### src/rtl/abr_keccak_squeeze.sv
// ---------------------------------------------------------------------------
// abr_keccak_squeeze
//
// Squeeze stage behind the Keccak round engine. It snapshots the rate words of
// the Keccak state and streams them out as OutW-bit words over valid/ready.
// When more words are requested than one rate block holds, it requests another
// squeeze permutation (keccak_run_o + keccak_squeezing_o). It then captures the
// new state on keccak_complete_i and keeps streaming until len_words_i words
// have been delivered. Masked shares are carried side by side and never
// combined.
//
// Ports
//   clk_i, rst_n          clock, asynchronous active-low reset
//   zeroize_i             synchronous wipe of buffer, counters and FSM
//   start_i               request pulse; keccak_state_i holds first digest state
//   rate_words_i          rate in OutW words (1..MaxWords-1), sampled at start_i
//   len_words_i           total words requested (non-zero), sampled at start_i
//   keccak_state_i        Share x Width state shares
//   keccak_ready_i        engine idle
//   keccak_complete_i     permutation done; state valid in the same cycle
//   keccak_run_o          one-cycle permutation request
//   keccak_squeezing_o    high with keccak_run_o (no message XOR)
//   dout_valid_o/ready_i  output handshake
//   dout_data_o           output word, one OutW slice per share
//   dout_last_o           marks the final word
//   busy_o                FSM not idle
//   done_o                one-cycle pulse after the last handshake
//   err_o                 one-cycle pulse on an illegal or busy start
//
// Build option
//   ABR_SQUEEZE_BUF_WIPE_EN : zero each buffer word the cycle after it is sent,
//   and the whole buffer on entry to DONE. Protocol timing is unchanged.
// ---------------------------------------------------------------------------
module abr_keccak_squeeze #(
    parameter int Width     = 1600,
    parameter int EnMasking = 0,
    parameter int OutW      = 64,
    parameter int MaxWords  = Width / OutW,
    localparam int Share    = (EnMasking != 0) ? 2 : 1
) (
    input  logic                            clk_i,
    input  logic                            rst_n,
    input  logic                            zeroize_i,
    input  logic                            start_i,
    input  logic [4:0]                      rate_words_i,
    input  logic [15:0]                     len_words_i,
    input  logic [Share-1:0][Width-1:0]     keccak_state_i,
    input  logic                            keccak_ready_i,
    input  logic                            keccak_complete_i,
    output logic                            keccak_run_o,
    output logic                            keccak_squeezing_o,
    output logic                            dout_valid_o,
    input  logic                            dout_ready_i,
    output logic [Share-1:0][OutW-1:0]      dout_data_o,
    output logic                            dout_last_o,
    output logic                            busy_o,
    output logic                            done_o,
    output logic                            err_o
);

    localparam int         BufWords = MaxWords - 1;
    localparam logic [4:0] MaxRate  = 5'(BufWords);

    typedef enum logic [2:0] {
        ST_IDLE,
        ST_STREAM,
        ST_RUN,
        ST_WAIT_PERM,
        ST_DONE
    } state_e;

    state_e          state_q;
    logic [4:0]      idx_q;
    logic [4:0]      rate_q;
    logic [15:0]     rem_q;
    logic            run_q;
    logic            err_q;
    logic [OutW-1:0] word_buf [Share][BufWords];

    logic            start_legal;
    logic            hs;
    logic            cap_en;
    logic [4:0]      cap_rate;

    assign start_legal = (rate_words_i != 5'd0) && (rate_words_i <= MaxRate) &&
                         (len_words_i != 16'd0);
    assign hs          = dout_valid_o && dout_ready_i;

    // The first block is captured straight from the start request; later
    // blocks use the rate latched at start, since rate_words_i may change.
    assign cap_en   = ((state_q == ST_IDLE) && start_i && start_legal) ||
                      ((state_q == ST_WAIT_PERM) && keccak_complete_i);
    assign cap_rate = (state_q == ST_IDLE) ? rate_words_i : rate_q;

    assign dout_valid_o       = (state_q == ST_STREAM);
    assign dout_last_o        = dout_valid_o && (rem_q == 16'd1);
    assign busy_o             = (state_q != ST_IDLE);
    assign done_o             = (state_q == ST_DONE);
    assign keccak_run_o       = run_q;
    assign keccak_squeezing_o = run_q;
    assign err_o              = err_q;

    // Data is forced to zero when not valid so an idle port never exposes
    // digest residue, whether or not the wipe option is built in.
    always_comb begin
        dout_data_o = '0;
        if (dout_valid_o) begin
            for (int j = 0; j < Share; j++) begin
                dout_data_o[j] = word_buf[j][idx_q];
            end
        end
    end

    // Control FSM
    always_ff @(posedge clk_i or negedge rst_n) begin
        if (!rst_n) begin
            state_q <= ST_IDLE;
            idx_q   <= '0;
            rate_q  <= '0;
            rem_q   <= '0;
            run_q   <= 1'b0;
            err_q   <= 1'b0;
        end else if (zeroize_i) begin
            state_q <= ST_IDLE;
            idx_q   <= '0;
            rate_q  <= '0;
            rem_q   <= '0;
            run_q   <= 1'b0;
            err_q   <= 1'b0;
        end else begin
            run_q <= 1'b0;
            err_q <= start_i && ((state_q != ST_IDLE) || !start_legal);
            unique case (state_q)
                ST_IDLE: begin
                    if (start_i && start_legal) begin
                        idx_q   <= '0;
                        rate_q  <= rate_words_i;
                        rem_q   <= len_words_i;
                        state_q <= ST_STREAM;
                    end
                end
                ST_STREAM: begin
                    if (hs) begin
                        rem_q <= rem_q - 16'd1;
                        // End of request takes precedence over end of block.
                        if (rem_q == 16'd1) begin
                            idx_q   <= '0;
                            state_q <= ST_DONE;
                        end else if (idx_q + 5'd1 == rate_q) begin
                            idx_q   <= '0;
                            state_q <= ST_RUN;
                        end else begin
                            idx_q <= idx_q + 5'd1;
                        end
                    end
                end
                ST_RUN: begin
                    if (keccak_ready_i) begin
                        run_q   <= 1'b1;
                        state_q <= ST_WAIT_PERM;
                    end
                end
                ST_WAIT_PERM: begin
                    if (keccak_complete_i) begin
                        state_q <= ST_STREAM;
                    end
                end
                ST_DONE: begin
                    state_q <= ST_IDLE;
                end
                default: begin
                    state_q <= ST_IDLE;
                end
            endcase
        end
    end

    // Rate buffer
    always_ff @(posedge clk_i or negedge rst_n) begin
        if (!rst_n) begin
            for (int j = 0; j < Share; j++) begin
                for (int k = 0; k < BufWords; k++) begin
                    word_buf[j][k] <= '0;
                end
            end
        end else if (zeroize_i) begin
            for (int j = 0; j < Share; j++) begin
                for (int k = 0; k < BufWords; k++) begin
                    word_buf[j][k] <= '0;
                end
            end
        end else begin
            if (cap_en) begin
                for (int j = 0; j < Share; j++) begin
                    for (int k = 0; k < BufWords; k++) begin
                        if (5'(k) < cap_rate) begin
                            word_buf[j][k] <= keccak_state_i[j][OutW*k +: OutW];
                        end
                    end
                end
            end
`ifdef ABR_SQUEEZE_BUF_WIPE_EN
            if (hs) begin
                for (int j = 0; j < Share; j++) begin
                    word_buf[j][idx_q] <= '0;
                end
                if (rem_q == 16'd1) begin
                    for (int j = 0; j < Share; j++) begin
                        for (int k = 0; k < BufWords; k++) begin
                            word_buf[j][k] <= '0;
                        end
                    end
                end
            end
`endif
        end
    end

endmodule

### config.mk
export PLATFORM = sky130hd
export DESIGN_NAME = abr_keccak_squeeze
export DESIGN_NICKNAME = d
export VERILOG_FILES = /design/src/rtl/abr_keccak_squeeze.sv
export SDC_FILE = /design/constraint.sdc
export NUM_CORES = 2
export LEC_CHECK = 0
export BUFFER_PORTS_ARGS = -buffer_cell sky130_fd_sc_hd__buf_4
export CORE_AREA = 2 2 655 657
export CTS_CLUSTER_SIZE = 8
export DETAILED_ROUTE_END_ITERATION = 10
export DIE_AREA = 0 0 657 659
export GPL_TIMING_DRIVEN = 0
export PLACE_DENSITY = 0.37
export SYNTH_ARGS = -nofsm -noshare
export SYNTH_HDL_FRONTEND = slang
export SYNTH_SLANG_ARGS = --single-unit
### constraint.sdc
create_clock -name clk_i -period 3.3 [get_ports clk_i]
set_input_delay 0.66 -clock clk_i [delete_from_list [all_inputs] [get_ports clk_i]]
set_output_delay 0.66 -clock clk_i [all_outputs]
set_load 0.01 [all_outputs]
Yosys cells after proc, flatten, opt, wreduce, memory -nomap -nowiden
Index checks and enable logic that the tools add are counted.
Widths: inputs -> output; s select.
{ "word_totals": {"ff_bits": 1567, "in_bits": 1628, "out_inout_bits": 71, "word_cells": 197} }
{ "op_classes": {"n_addsub": 2, "order_cmp": 26, "eq_ne": 11, "muxes": 56, "n_bitwise": 1, "n_reduce_logical": 71} }
{ "ops": {"columns": ["op", "count"], "rows": [
  ["$mux 1536", 2],
  ["$mux 64", 27],
  ["$bmux 64 s5", 1],
  ["$reduce_bool 2->1", 27],
  ["$reduce_and 2->1", 25],
  ["$mux 16", 3],
  ["$mux 5", 9],
  ["$lt 4x5->1 const A", 8],
  ["$lt 5x5->1 const A", 8],
  ["$pmux 16 s2", 1],
  ["$mux 3", 7],
  ["$lt 3x5->1 const A", 4],
  ["$eq 16x1->1 const B", 1],
  ["$reduce_bool 16->1", 1],
  ["$sub 16x1->16 const B", 1],
  ["$pmux 3 s4", 1],
  ["$lt 1x5->1 const A", 2],
  ["$lt 2x5->1 const A", 2],
  ["$pmux 5 s2", 1],
  ["$logic_and 1x1->1", 9],
  ["$eq 3x2->1 const B", 2],
  ["$ge 6x6->1 const B", 1],
  ["$ne 3x2->1 const B", 2],
  ["$ne 3x3->1 const B", 2],
  ["other kinds (15)", 20]
]} }

Logic depth before layout (Yosys ltp)
{ "depth": {"word_depth": 7, "depth_mapped": 11, "mapped_depth_nobuf": 8} }

Worst setup path after synthesis
No wires, ideal clock.
{ "synth_timing": {"path_type": "reg2out", "start": "register idx_q[0]", "end": "output dout_data_o[0] (netlist name)", "arrival_ns": 2.468, "t_required_ns": 2.640, "setup_slack_ns": 0.172, "path_stages_with_launch": 8, "path_cell_list": "dfrtp_1 buf_2 clkbuf_1 buf_1 mux4_2 mux4_2 inv_1 o22ai_1"} }
{ "synth_rtl": {"columns": ["element", "line", "rtl"], "rows": [
  ["from (decl)", "73", "logic [4:0] idx_q;"],
  ["from (signal assigned)", "153", "idx_q <= idx_q + 5'd1;"],
  ["to (decl)", "54", "output logic [Share-1:0][OutW-1:0] dout_data_o,"]
]} }

==> flow_summary.toml <==
[hold_path]
worstHoldPathType = "input pin to flop"

[worst_setup_path]
critical_path_buf_inv_count = 7
slowest_delay_ns = 0.72
cp_top_family = "buffers and inverters"
crit_path_max_fanout = 8
critPathKind = "flop to output port"
arrival_ns = 4.12
cp-start-kind = "flop"
crit_chain = "buf_12 -> clkbuf_16 -> buf_16 -> buf_16 -> buf_4 -> mux4_2 -> mux4_2 -> inv_2 -> o22ai_4 -> buf_6"
worstPathRequired_ns = 2.64
cp-end-kind = "output port"
cpMaxStageDelayCell = "mux4_2"

[drt]
first_pass_iters = 6
wl_met3_um = 33120
drt_iter0_drc = 6411
wl_um = 565100
ant_nets = 0
wl_met2_um = 287500
highest_layer = "met5"
wl_met1_um = 212700
drc = 0
route.detailed.wl_per_inst_um = 33.57
via_per_inst = 4.644
num_vias = 78180

[sta]
fmax_ghz = 0.2094
worst_pin_slew_ns = 1.393
rsz0062_at_grt = "yes"
fin_crit_ns = 4.776
worst_slack_ns = -1.476
finalHoldViolCount = 0
slew_headroom_pct = 7.148
period_share_pct = 144.7
setup_violations = 64
finalClockSkew_ns = 0.04376
slew_violations = 0
finalSetupTns_ns = -84.53

[yosys]
ys_seq_area_share_pct = 51.58
syn-instance-count = 7518
synth_area_mm2 = 0.07602
async_flop_share_pct = 100.0
yosysUniqueCellTypes = 57
ys_warn_count = 0
avgSynthCellArea_um2 = 10.11
synth-edff-count = 0
syn_nets = 9149
ys_ff_latch = 1567
yosys_most_used_dff = "dfrtp_1"

[placement]
hpwlAfterDp_um = 461700
io_buffers = 1630
post_dp_cell_area_mm2 = 0.09676
gp_congestion = 0.9304

[cts]
cts.clk_slew.worst_paths_ns = 0.05
htree_levels = 4
clock_sinks = 1567
clkLatencyLatePin_ns = 0.94
clock_path_buffers = 4
cts_inserted_buffers = 227
cts-root-buf = "clkbuf_16"
cts_tree = "yes"

[grt]
grt_pass1_wl_um = 740500
antenna_found_initial = 285
grt_max_degree = 163
grt_pass1_vias = 81822
groute.usage.overall_pct = 25.23
grt_overflow_total = 0

[run]
cap_violations = 0

[finish]
most-common-layout-cells = "nand2_1 (2292), buf_4 (1705), dfrtp_1 (1565), dlygate4sd3_1 (1440), a21oi_1 (537)"
fin_area_mm2 = 0.1214
final_common_cell = "nand2_1"
layout-drive-gt1-share_pct = 27.97
multi_input_area_mm2 = 0.03486
num-nets-final = 12572
syn_to_final_growth_pct = 59.69
fill_cells = 45182
register_area_mm2 = 0.03922

[die]
io_pins = 1699
die_h_um = 659
rows = 240
die-area_mm2 = 0.4330
initial_core_util_pct = 17.85
die_x_um = 657
core_area_mm2 = 0.4258

[power_and_ir_drop]
p_leak_uw = 0.05060
ir_worst_vdd_v = 0.0004365
power_uw = 73830
p_per_area_mw_per_mm2 = 608.1

[status]
violations = "negative setup slack"
status = "complete, but fails checks"
## final cells by class
type	instances	area share, %
inverters	70	0.2442
well taps	5687	5.861
repair buffers	3215	24.16
plain buffers	644	3.219
clock buffers	261	4.867
diodes	155	0.3195
flip-flops and latches	1567	32.30
multi-input cells	5216	28.72
clock inverters	19	0.3092
## per-stage QoR
stage | hold WS (ns) | setup slack, ns | utilization (%) | cells
finish | 0.08642 | -1.476 | 28.51 | 16834
global route | 0.01289 | -1.531 | 28.48 | 16782
CTS | 0.0003938 | -1.553 | 28.29 | 16673
detailed placement | 0.4663 | -3.258 | 22.72 | 14887
global placement | 0.4583 | -19.86 | 22.40 | 14835
floorplan | 0.3644 | 0.1720 | - | 7518
## per-layer routing
metal / GRT usage (%) / vias to the layer above
met1: 28.85 / 40155
li1: - / 33478
met2: 45.37 / 3415
met4: 11.84 / 104
met5: 0 / -
met3: 4.561 / 1028
## worst register-to-register path, cell delays in order, from the launching register on
cell and delay, ns:
dfrtp_1 0.47, nor3_4 0.33, inv_1 0.15, buf_2 0.30
mux2i_2 0.41, nand2_1 0.19, a21oi_4 0.27, buf_16 0.20
clkbuf_4 0.46, nand2_1 0.20, a21oi_1 0.16
## state kept, by name (all words and copies together) (netlist names)
register,count
rate_q,5
idx_q,5
keccak_run_o,1
state_q,3
word_buf,1536
err_o,1
rem_q,16
## where the power goes
| group | total [uW] | switching (uW) | internal [uW] |
|---|---|---|---|
| Sequential | 24700 | 2400 | 22300 |
| Combinational | 26600 | 16200 | 10400 |
| Clock | 22500 | 9720 | 12800 |
## cell families (layout without fill, tap and decap cells)
family | after synthesis | after routing | share of synthesized area, %
simple gates | 2535 | 2535 | 12.76
compound gates | 2022 | 2022 | 15.45
flops | 1567 | 1567 | 51.58
buf+inv | 735 | 4209 | 4.152
mux | 652 | 652 | 15.97
xor+xnor | 4 | 4 | 0.04609
fa+ha+maj | 3 | 3 | 0.04938
other cells | 0 | 155 | 0
## synth_stat cells, types with 3 or more instances
| library cell | count | area, um2 |
|---|---|---|
| nor3b_1 | 4 | 30.03 |
| mux4_2 | 448 | 10090 |
| o41ai_1 | 4 | 35.03 |
| o21ai_1 | 402 | 2012 |
| or2_2 | 4 | 25.02 |
| a22o_1 | 68 | 595.6 |
| nor3_2 | 4 | 40.04 |
| and3_1 | 3 | 18.77 |
| o21ai_0 | 452 | 2262 |
| nor4_1 | 5 | 31.28 |
| nand3_1 | 8 | 40.04 |
| nor2b_1 | 8 | 50.05 |
| nand2_1 | 2293 | 8607 |
| ha_1 | 3 | 37.54 |
| nand2b_1 | 3 | 18.77 |
| buf_1 | 48 | 180.2 |
| nor3_1 | 19 | 95.09 |
| a21o_1 | 5 | 37.54 |
| buf_2 | 150 | 750.7 |
| o32ai_1 | 3 | 26.28 |
| o22ai_1 | 66 | 412.9 |
| xor2_1 | 3 | 26.28 |
| mux2_2 | 5 | 56.30 |
| mux2i_1 | 199 | 1992 |
| dfrtp_1 | 1567 | 39210 |
| a21oi_1 | 540 | 2703 |
| a211oi_1 | 7 | 52.55 |
| or4_1 | 6 | 45.04 |
| nor2_1 | 168 | 630.6 |
| a22oi_1 | 449 | 3371 |
| or3_1 | 3 | 18.77 |
| clkbuf_1 | 413 | 1550 |
| o21a_1 | 3 | 22.52 |
| inv_1 | 69 | 259.0 |
| buf_4 | 52 | 390.4 |
## final timing paths
path	end	startpoint	slack, ns	cells past startpoint
max	dout_data_o[43]	idx_q[0]	-1.48	10
min	word_buf[144]	keccak_state_i[1360]	0.09	3
max reg2reg	word_buf[676]	state_q[0]	0.08	10
min reg2reg	word_buf[278]	word_buf[278]	0.47	2
max in group asynchronous	word_buf[1174]	rst_n	0.31	6
min in group asynchronous	word_buf[503]	rst_n	0.42	3
## what timing repair did
item,in CTS,in global routing
pin swaps,29,17
gates cloned,5,6
hold buffers,1441,0
setup buffers,69,14
gates resized for setup,659,206
hold endpoints to repair,1530,0
setup endpoints to repair,1460,1505
Note: power is estimated with default switching activity, not from simulation.
